`src/rtl/sequenciador_pkg.sv`:
```
// Shared types and timing helpers for the note-presentation sequencer.
// Durations are expressed in clock cycles derived from the clock frequency.
package sequenciador_pkg;

    typedef enum logic [2:0] {
        OCIOSO,
        ESPERA_INICIAL,
        LE_MEMORIA,
        TOCA,
        PAUSA,
        FIM
    } estado_t;

    localparam int TEMPO_W = 2;
    localparam int NOTA_W  = 4;
    localparam int N_LEDS  = 12;

    function automatic int unsigned t_meio(input int unsigned freq);
        return freq / 2;
    endfunction

    // Duration code 0..3 maps to 1..4 half-second units.
    function automatic int unsigned duracao(input int unsigned freq,
                                            input logic [TEMPO_W-1:0] tempo);
        return (32'(tempo) + 32'd1) * t_meio(freq);
    endfunction

    function automatic logic [N_LEDS-1:0] decodifica_nota(input logic [NOTA_W-1:0] nota);
        logic [N_LEDS-1:0] um;
        um = 1;
        return (nota < NOTA_W'(N_LEDS)) ? (um << nota) : '0;
    endfunction

endpackage

```
`src/rtl/contador_ticks.sv`:
```
// Loadable down-counter that parks at zero; fim flags the last cycle of an interval.
module contador_ticks
    import sequenciador_pkg::*;
#(
    parameter int LARGURA = 8
) (
    input  logic               clock,
    input  logic               reset,
    input  logic               carrega,
    input  logic               habilita,
    input  logic [LARGURA-1:0] valor,
    output logic               fim
);

    logic [LARGURA-1:0] contagem;

    always_ff @(posedge clock or negedge reset) begin
        if (!reset) begin
            contagem <= '0;
        end else if (carrega) begin
            contagem <= valor;
        end else if (habilita && contagem != '0) begin
            contagem <= contagem - 1'b1;
        end
    end

    assign fim = (contagem == '0);

endmodule

```
`src/rtl/sequenciador_apresentacao.sv`:
```
// Plays notes from memory addresses 0..rodada with timed note and pause intervals.
// Optional feature: SEQUENCIADOR_APRESENTA_ULTIMA_EN enables modo_ultima (play only address rodada).
module sequenciador_apresentacao
    import sequenciador_pkg::*;
#(
    parameter int CLOCK_FREQ = 5000,
    parameter int ADDR_W     = 4
) (
    input  logic               clock,
    input  logic               reset,
    input  logic               iniciar,
    input  logic               parar,
    input  logic               modo_ultima,
    input  logic [ADDR_W-1:0]  rodada,
    input  logic [NOTA_W-1:0]  mem_nota,
    input  logic [TEMPO_W-1:0] mem_tempo,
    output logic [ADDR_W-1:0]  endereco,
    output logic [N_LEDS-1:0]  leds,
    output logic               buzzer_en,
    output logic               ocupado,
    output logic               pronto
);

    localparam int unsigned T_MEIO = t_meio(CLOCK_FREQ);
    localparam int          CONT_W = $clog2(4 * T_MEIO + 1);

    estado_t             estado;
    logic [ADDR_W-1:0]   rodada_reg;
    logic [ADDR_W-1:0]   endereco_inicial;
    logic                carrega;
    logic                habilita;
    logic                fim_contagem;
    logic [CONT_W-1:0]   valor_carga;

`ifdef SEQUENCIADOR_APRESENTA_ULTIMA_EN
    assign endereco_inicial = modo_ultima ? rodada : '0;
`else
    logic unused_modo_ultima;
    assign unused_modo_ultima = modo_ultima;
    assign endereco_inicial   = '0;
`endif

    // The counter is loaded with N-1 on the edge that enters an N-cycle interval.
    always_comb begin
        carrega     = 1'b0;
        valor_carga = '0;
        if (!parar) begin
            case (estado)
                OCIOSO: begin
                    if (iniciar) begin
                        carrega     = 1'b1;
                        valor_carga = CONT_W'(T_MEIO - 1);
                    end
                end
                LE_MEMORIA: begin
                    carrega     = 1'b1;
                    valor_carga = CONT_W'(duracao(CLOCK_FREQ, mem_tempo) - 1);
                end
                TOCA: begin
                    if (fim_contagem && endereco != rodada_reg) begin
                        carrega     = 1'b1;
                        valor_carga = CONT_W'(T_MEIO - 1);
                    end
                end
                default: ;
            endcase
        end
    end

    assign habilita = (estado == ESPERA_INICIAL) || (estado == TOCA) || (estado == PAUSA);

    contador_ticks #(
        .LARGURA (CONT_W)
    ) u_contador (
        .clock    (clock),
        .reset    (reset),
        .carrega  (carrega),
        .habilita (habilita),
        .valor    (valor_carga),
        .fim      (fim_contagem)
    );

    always_ff @(posedge clock or negedge reset) begin
        if (!reset) begin
            estado     <= OCIOSO;
            endereco   <= '0;
            rodada_reg <= '0;
            leds       <= '0;
            buzzer_en  <= 1'b0;
            ocupado    <= 1'b0;
            pronto     <= 1'b0;
        end else if (parar) begin
            estado    <= OCIOSO;
            leds      <= '0;
            buzzer_en <= 1'b0;
            ocupado   <= 1'b0;
            pronto    <= 1'b0;
        end else begin
            case (estado)
                OCIOSO: begin
                    pronto <= 1'b0;
                    if (iniciar) begin
                        estado     <= ESPERA_INICIAL;
                        endereco   <= endereco_inicial;
                        rodada_reg <= rodada;
                        ocupado    <= 1'b1;
                    end
                end
                ESPERA_INICIAL: begin
                    if (fim_contagem) estado <= LE_MEMORIA;
                end
                LE_MEMORIA: begin
                    // Memory data for endereco is valid now; capture it into the display.
                    leds      <= decodifica_nota(mem_nota);
                    buzzer_en <= (mem_nota < NOTA_W'(N_LEDS));
                    estado    <= TOCA;
                end
                TOCA: begin
                    if (fim_contagem) begin
                        leds      <= '0;
                        buzzer_en <= 1'b0;
                        if (endereco == rodada_reg) begin
                            estado  <= FIM;
                            pronto  <= 1'b1;
                            ocupado <= 1'b0;
                        end else begin
                            estado <= PAUSA;
                        end
                    end
                end
                PAUSA: begin
                    if (fim_contagem) begin
                        endereco <= endereco + 1'b1;
                        estado   <= LE_MEMORIA;
                    end
                end
                FIM: begin
                    pronto <= 1'b0;
                    estado <= OCIOSO;
                end
                default: estado <= OCIOSO;
            endcase
        end
    end

endmodule

```
`config.mk`:
```
export PLATFORM = sky130hd
export DESIGN_NAME = sequenciador_apresentacao
export DESIGN_NICKNAME = d
export VERILOG_FILES = /design/src/rtl/sequenciador_pkg.sv /design/src/rtl/contador_ticks.sv /design/src/rtl/sequenciador_apresentacao.sv
export SDC_FILE = /design/constraint.sdc
export NUM_CORES = 1
export LEC_CHECK = 0
export ABC_AREA = 1
export CORE_MARGIN = 8
export CORE_UTILIZATION = 55
export DETAILED_ROUTE_END_ITERATION = 10
export DONT_BUFFER_PORTS = 1
export PLACE_DENSITY_LB_ADDON = 0.05
export SETUP_SLACK_MARGIN = 0.2
export SYNTH_ARGS = -nofsm -noshare
export SYNTH_HDL_FRONTEND = slang
export SYNTH_SLANG_ARGS = --single-unit
```
`constraint.sdc`:
```
create_clock -name clock -period 1.6 [get_ports clock]
set_clock_uncertainty 0.05 [all_clocks]
set_input_delay 0.48 -clock clock [delete_from_list [all_inputs] [get_ports clock]]
set_output_delay 0.48 -clock clock [all_outputs]
set_load 0.02 [all_outputs]
```
# Word level (Yosys, flattened, before mapping)
# Index checks and enable logic that the tools add are counted.
# classes
add_sub_neg	4
multipliers	1
magnitude_cmp	1
eq_ne	13
shift	1
n_mux	35
bitwise	1
n_reduce_logical	20
# ops
op	count
$mux 12	5
$mux 14	3
$pmux 14 s3	1
$sub 14x1->14 const B	2
$pmux 12 s2	1
$logic_not 14->1	1
$reduce_bool 14->1	1
$mux 1	13
$mul 3x10->12 const B	1
$mux 3	4
$pmux 3 s4	1
$shl 1x4->12 const A	1
$reduce_and 3->1	3
$reduce_bool 3->1	3
$mux 4	2
$pmux 4 s2	1
$reduce_and 4->1	2
$eq 3x2->1 const B	2
$eq 3x3->1 const B	2
$ne 3x3->1 const B	2
$pmux 1 s2	3
$add 4x1->4 const B	1
$eq 4x4->1	1
$lt 4x4->1 const B	1
14 further kinds	19
# word_totals
reg_bits	40
out_inout_bits	19
wordCells	84

# Depth between registers and ports, before layout
# depth
word_depth	6
mapped_depth	14
mapped_depth_nobuf	13

# Modules after synthesis
# From an unflattened synthesis, not the netlist that was laid out.
# hier_totals
hier_cells	403
hier_area_um2	2725.1
# by_module_without_submodules
module	n_inst	cells_each	area_each_um2
sequenciador_apresentacao	1	240	1672.9
contador_ticks	1	163	1052.3

# Worst setup path after synthesis
# No wires, ideal clock.
# synth_path
path_kind	input to register
start	in mem_tempo[0]
end	reg u_contador.contagem[11]
setup_time_ns	0.113
arrival_time_ns	1.798
required_ns	1.437
setup_slack_ns	-0.361
stages	11
n_path_buf	1
path_cell_list	clkbuf_1 > inv_1 > ha_1 > o21ai_0 > nand3_1 > nand3_1 > nand3_1 > nand2_1 > nand2_1 > nand2_1 > inv_1
# synth_via
elab_chain_cells	6
# synth_rtl
element	line_no	source
start, declared	sequenciador_apresentacao.sv:16	input logic [TEMPO_W-1:0] mem_tempo,
$add 2x1->3	sequenciador_pkg.sv:25	return (32'(tempo) + 32'd1) * t_meio(freq);
$mul 3x10->12	sequenciador_pkg.sv:25	
$sub 14x1->14	sequenciador_apresentacao.sv:57	valor_carga = CONT_W'(duracao(CLOCK_FREQ, mem_tempo) - 1);
$pmux 14 s3	sequenciador_apresentacao.sv:48	case (estado)
$mux 14	sequenciador_apresentacao.sv:47	if (!parar) begin
$mux 14	contador_ticks.sv:20	end else if (carrega) begin
end signal, assigned	contador_ticks.sv:21	contagem <= valor;
end signal, assigned	contador_ticks.sv:23	contagem <= contagem - 1'b1;
end, declared	contador_ticks.sv:15	logic [LARGURA-1:0] contagem;
# No other way between the ends.
# A chain may end at the register's enable or synchronous reset.

# Worst setup path after layout
# layout_path
start	reg u_contador.contagem[2]
end	reg u_contador.contagem[4]
# layout_via
elab_chain_cells	6
elab_cells_between_ends	11
# layout_rtl
element
parallel branches: the longest is 6 deep, another holds $sub 14x1->14
# Several ways; the timed one is not identified. The select of a mux whose other input is x is not followed.

==> results.txt <==
CTS Buf Count = 5
R2R depth = 8
Max reg flops = 14
Synth unique cells = 40
Most flops, register = u_contador.contagem
Worst r2r src = u_contador.contagem[2]
I/O Buffers = 0
Peak supply drop = 1.38 mV
Slew Viols, Final = 0
Failing checks = negative hold slack, negative setup slack
Final min period = 1.85 ns
Clock power share = 13.6%
Antenna-violating nets left = 0
Fill count = 255
First-pass GRT wire length = 13200 um
Cells after Synth = 356
FP Rows = 25
Reg2Reg Capture Point = u_contador.contagem[4]
Longest Clk Path Bufs = 2
Largest driver fanout on the critical path = 4
Synthesized area = 2750 um2
Ant. Diodes = 0
Critical path data arrival time = 2.04 ns
Top-Level Pins = 34
Seq pwr share = 22.1%
# nets final = 469
P_int = 0.00401 W
WS Path Type = reg2reg
DRC = 0
DR WL/cell = 19.5 um
CTS tree = yes
# clock sinks = 40
Iteration-0 DRC Markers = 273
Multi-input logic area = 1970 um2
H-Tree Level Count = 2
Placed Area = 3420 um2
Setup-failing EPs final = 35
Worst path required time = 1.79 ns
Worst setup margin = -0.255 ns
Leakage = 1.92 nW
Worst R2R Setup Slack = -0.25 ns
Period utilization = 116%
Sw Pwr = 0.00344 W
Total Die Area = 7520 um2
First-pass DRT Iterations = 5
Area delta synth->final = 49.5%
RSZ-0062 raised after global routing = yes
Via density = 5.90
Number of global-route vias before repair = 2799
Min-Delay Path Class = in2async
Status = finished, violations left
RePlAce Congestion = 0.909
Total GRT Usage = 22.2%
Post-DP HPWL = 5190 um
Combinational power share = 64.3%
Die X = 86.7 um
Slew margin rel. = 60.5%
Clock root cell = clkbuf_8
Max cap viols = 0
Register area = 1010 um2
Die Ht = 86.7 um
Total power draw = 0.00746 W
Core area = 4790 um2
Warnings from Yosys = 0
Share of layout cells above drive strength 1 = 47.5%
Worst skew pair latency = 0.30 ns
CP endpoint kind = register
Sequential share of the synthesized area = 36.4%
Final Hold Fails = 40
Final Util = 86.0%
Switching Share = 46.2%
Syn_area_per_cell = 7.73 um2
FMAX = 0.539 GHz
Mapped Nets = 382
Effective utilization at floorplan = 57.5%
Largest registers = u_contador.contagem (14), leds (12)
Hold WS = -0.187 ns
Largest net degree at the start of global routing = 41
Total Wirelength = 9990 um
Initial antenna violation count = 0
Startpoint Class = register
Synthesis-stage register bit count = 40
Final Instance Area = 4110 um2
Clk slew on worst S/H paths = 0.09 ns
Worst slew pin tran = 0.588 ns
Global route overflow = 0
Via count = 3017
Pwr dens = 1810 nW/um2
-- placed cells by master (no fill, tap or decap), drive strengths merged --
cell type	instances
clkbuf	6
nor4	1
nand4	3
nand3	41
xor2	11
ha	11
o22ai	4
or2	1
o2111ai	1
nor2	35
o21bai	1
bufinv	2
o211ai	3
nand3b	2
a21boi	1
dfrtp	40
a21oi	11
nand2	106
clkinv	2
o21ai	23
nor3	1
inv	47
o31ai	10
buf	81
-- layout make-up --
cell class / count / share of cell area (%)
multi-input cells: 266 / 48.0
clock inverters: 2 / 1.46
repair inverters: 1 / 0.213
inverters: 48 / 4.93
repair buffers: 81 / 17.1
well taps: 67 / 2.04
clock buffers: 6 / 1.76
flip-flops and latches: 40 / 24.5
-- critical path: stages, from the launching register on --
cell     delay (ns)
dfrtp_2        0.46
nor2_4         0.23
buf_6          0.14
nand2_2        0.07
buf_4          0.14
xor2_1         0.15
o21ai_0        0.32
nand2_1        0.14
nand2_1        0.11
-- cell families after synthesis --
kind of cell / synth area share, %
flops: 36.4
simple gates: 33.9
buf+inv: 8.78
fa+ha+maj: 5.00
xor+xnor: 3.50
compound gates: 12.4
-- synth_stat cells --
cell | count | area (um2)
dfrtp_1 | 40 | 1000
nor2_2 | 2 | 12.5
o21bai_1 | 1 | 7.51
o31ai_1 | 7 | 52.6
buf_8 | 1 | 15.0
nor2_8 | 2 | 40.0
nand2_2 | 2 | 12.5
nor2_4 | 6 | 67.6
nand4_1 | 3 | 18.8
nand3_4 | 2 | 35.0
buf_4 | 1 | 7.51
o21ai_0 | 15 | 75.1
nand3_1 | 38 | 190
clkbuf_1 | 2 | 7.51
nand3b_1 | 2 | 15.0
nor4_1 | 1 | 6.26
o22ai_4 | 1 | 20.0
o31ai_2 | 3 | 37.5
inv_1 | 36 | 135
ha_1 | 11 | 138
nor2_1 | 25 | 93.8
clkinv_1 | 1 | 3.75
or2_4 | 1 | 8.76
nor3_1 | 1 | 5.00
nand3_2 | 1 | 10.0
a21oi_1 | 9 | 45.0
inv_4 | 3 | 18.8
o211ai_1 | 3 | 22.5
nand2_4 | 2 | 22.5
o21ai_1 | 8 | 40.0
a21oi_2 | 1 | 8.76
clkinv_2 | 1 | 5.00
xor2_1 | 11 | 96.3
buf_6 | 2 | 22.5
nand2_1 | 100 | 375
inv_2 | 7 | 26.3
nand2_8 | 1 | 20.0
a21boi_0 | 1 | 7.51
a21oi_4 | 1 | 16.3
o2111ai_1 | 1 | 8.76
-- what timing repair did --
action,in CTS,in global routing
resized for setup,65,37
setup endpoints to repair,44,44
endpoints found under the hold margin,40,40
cloned,5,0
pin swaps,18,21
buffers inserted,11,7
-- through the flow --
step	TNS [ns]	hold slack (ns)	cells	worst slack [ns]
2_1_floorplan	-0.0768	0.134	356	-0.0409
3_3_place_gp	-1.00	0.135	480	-0.0881
3_5_place_dp	-1.78	0.135	480	-0.100
4_1_cts	-0.0260	-0.186	504	-0.0174
5_1_grt	-4.73	-0.195	511	-0.301
6_report	-2.71	-0.187	511	-0.255
-- how the worst max path moves through the flow --
stage / slack (ns) / end / startpoint / cells past startpoint
6_report: -0.25 / u_contador.contagem[4] / u_contador.contagem[2] / 8
5_1_grt: -0.30 / u_contador.contagem[4] / u_contador.contagem[2] / 8
4_1_cts: -0.02 / u_contador.contagem[3] / u_contador.contagem[4] / 11
3_5_place_dp: -0.10 / leds[9] / estado[2] / 7
3_3_place_gp: -0.09 / u_contador.contagem[13] / u_contador.contagem[7] / 11
2_1_floorplan: -0.04 / u_contador.contagem[11] / mem_tempo[0] / 12
-- layer usage --
layer / vias to the layer above / share of wire [%] / global-route usage [%]
li1: 1341 / - / -
met1: 1426 / 37 / 25.9
met2: 176 / 47 / 37.9
met3: 74 / 8.9 / 5.58
met4: 0 / 6.9 / 8.92
met5: - / 0 / 0
-- power groups by stage --
stage	clock (W)	combinational [W]	sequential [W]
2_1_floorplan	0	0.00209	0.00160
3_3_place_gp	0	0.00323	0.00159
3_5_place_dp	0	0.00332	0.00159
4_1_cts	0.00100	0.00398	0.00162
5_1_grt	0.00104	0.00506	0.00167
6_report	0.00102	0.00479	0.00165
Note: power is estimated with default switching activity, not from simulation.
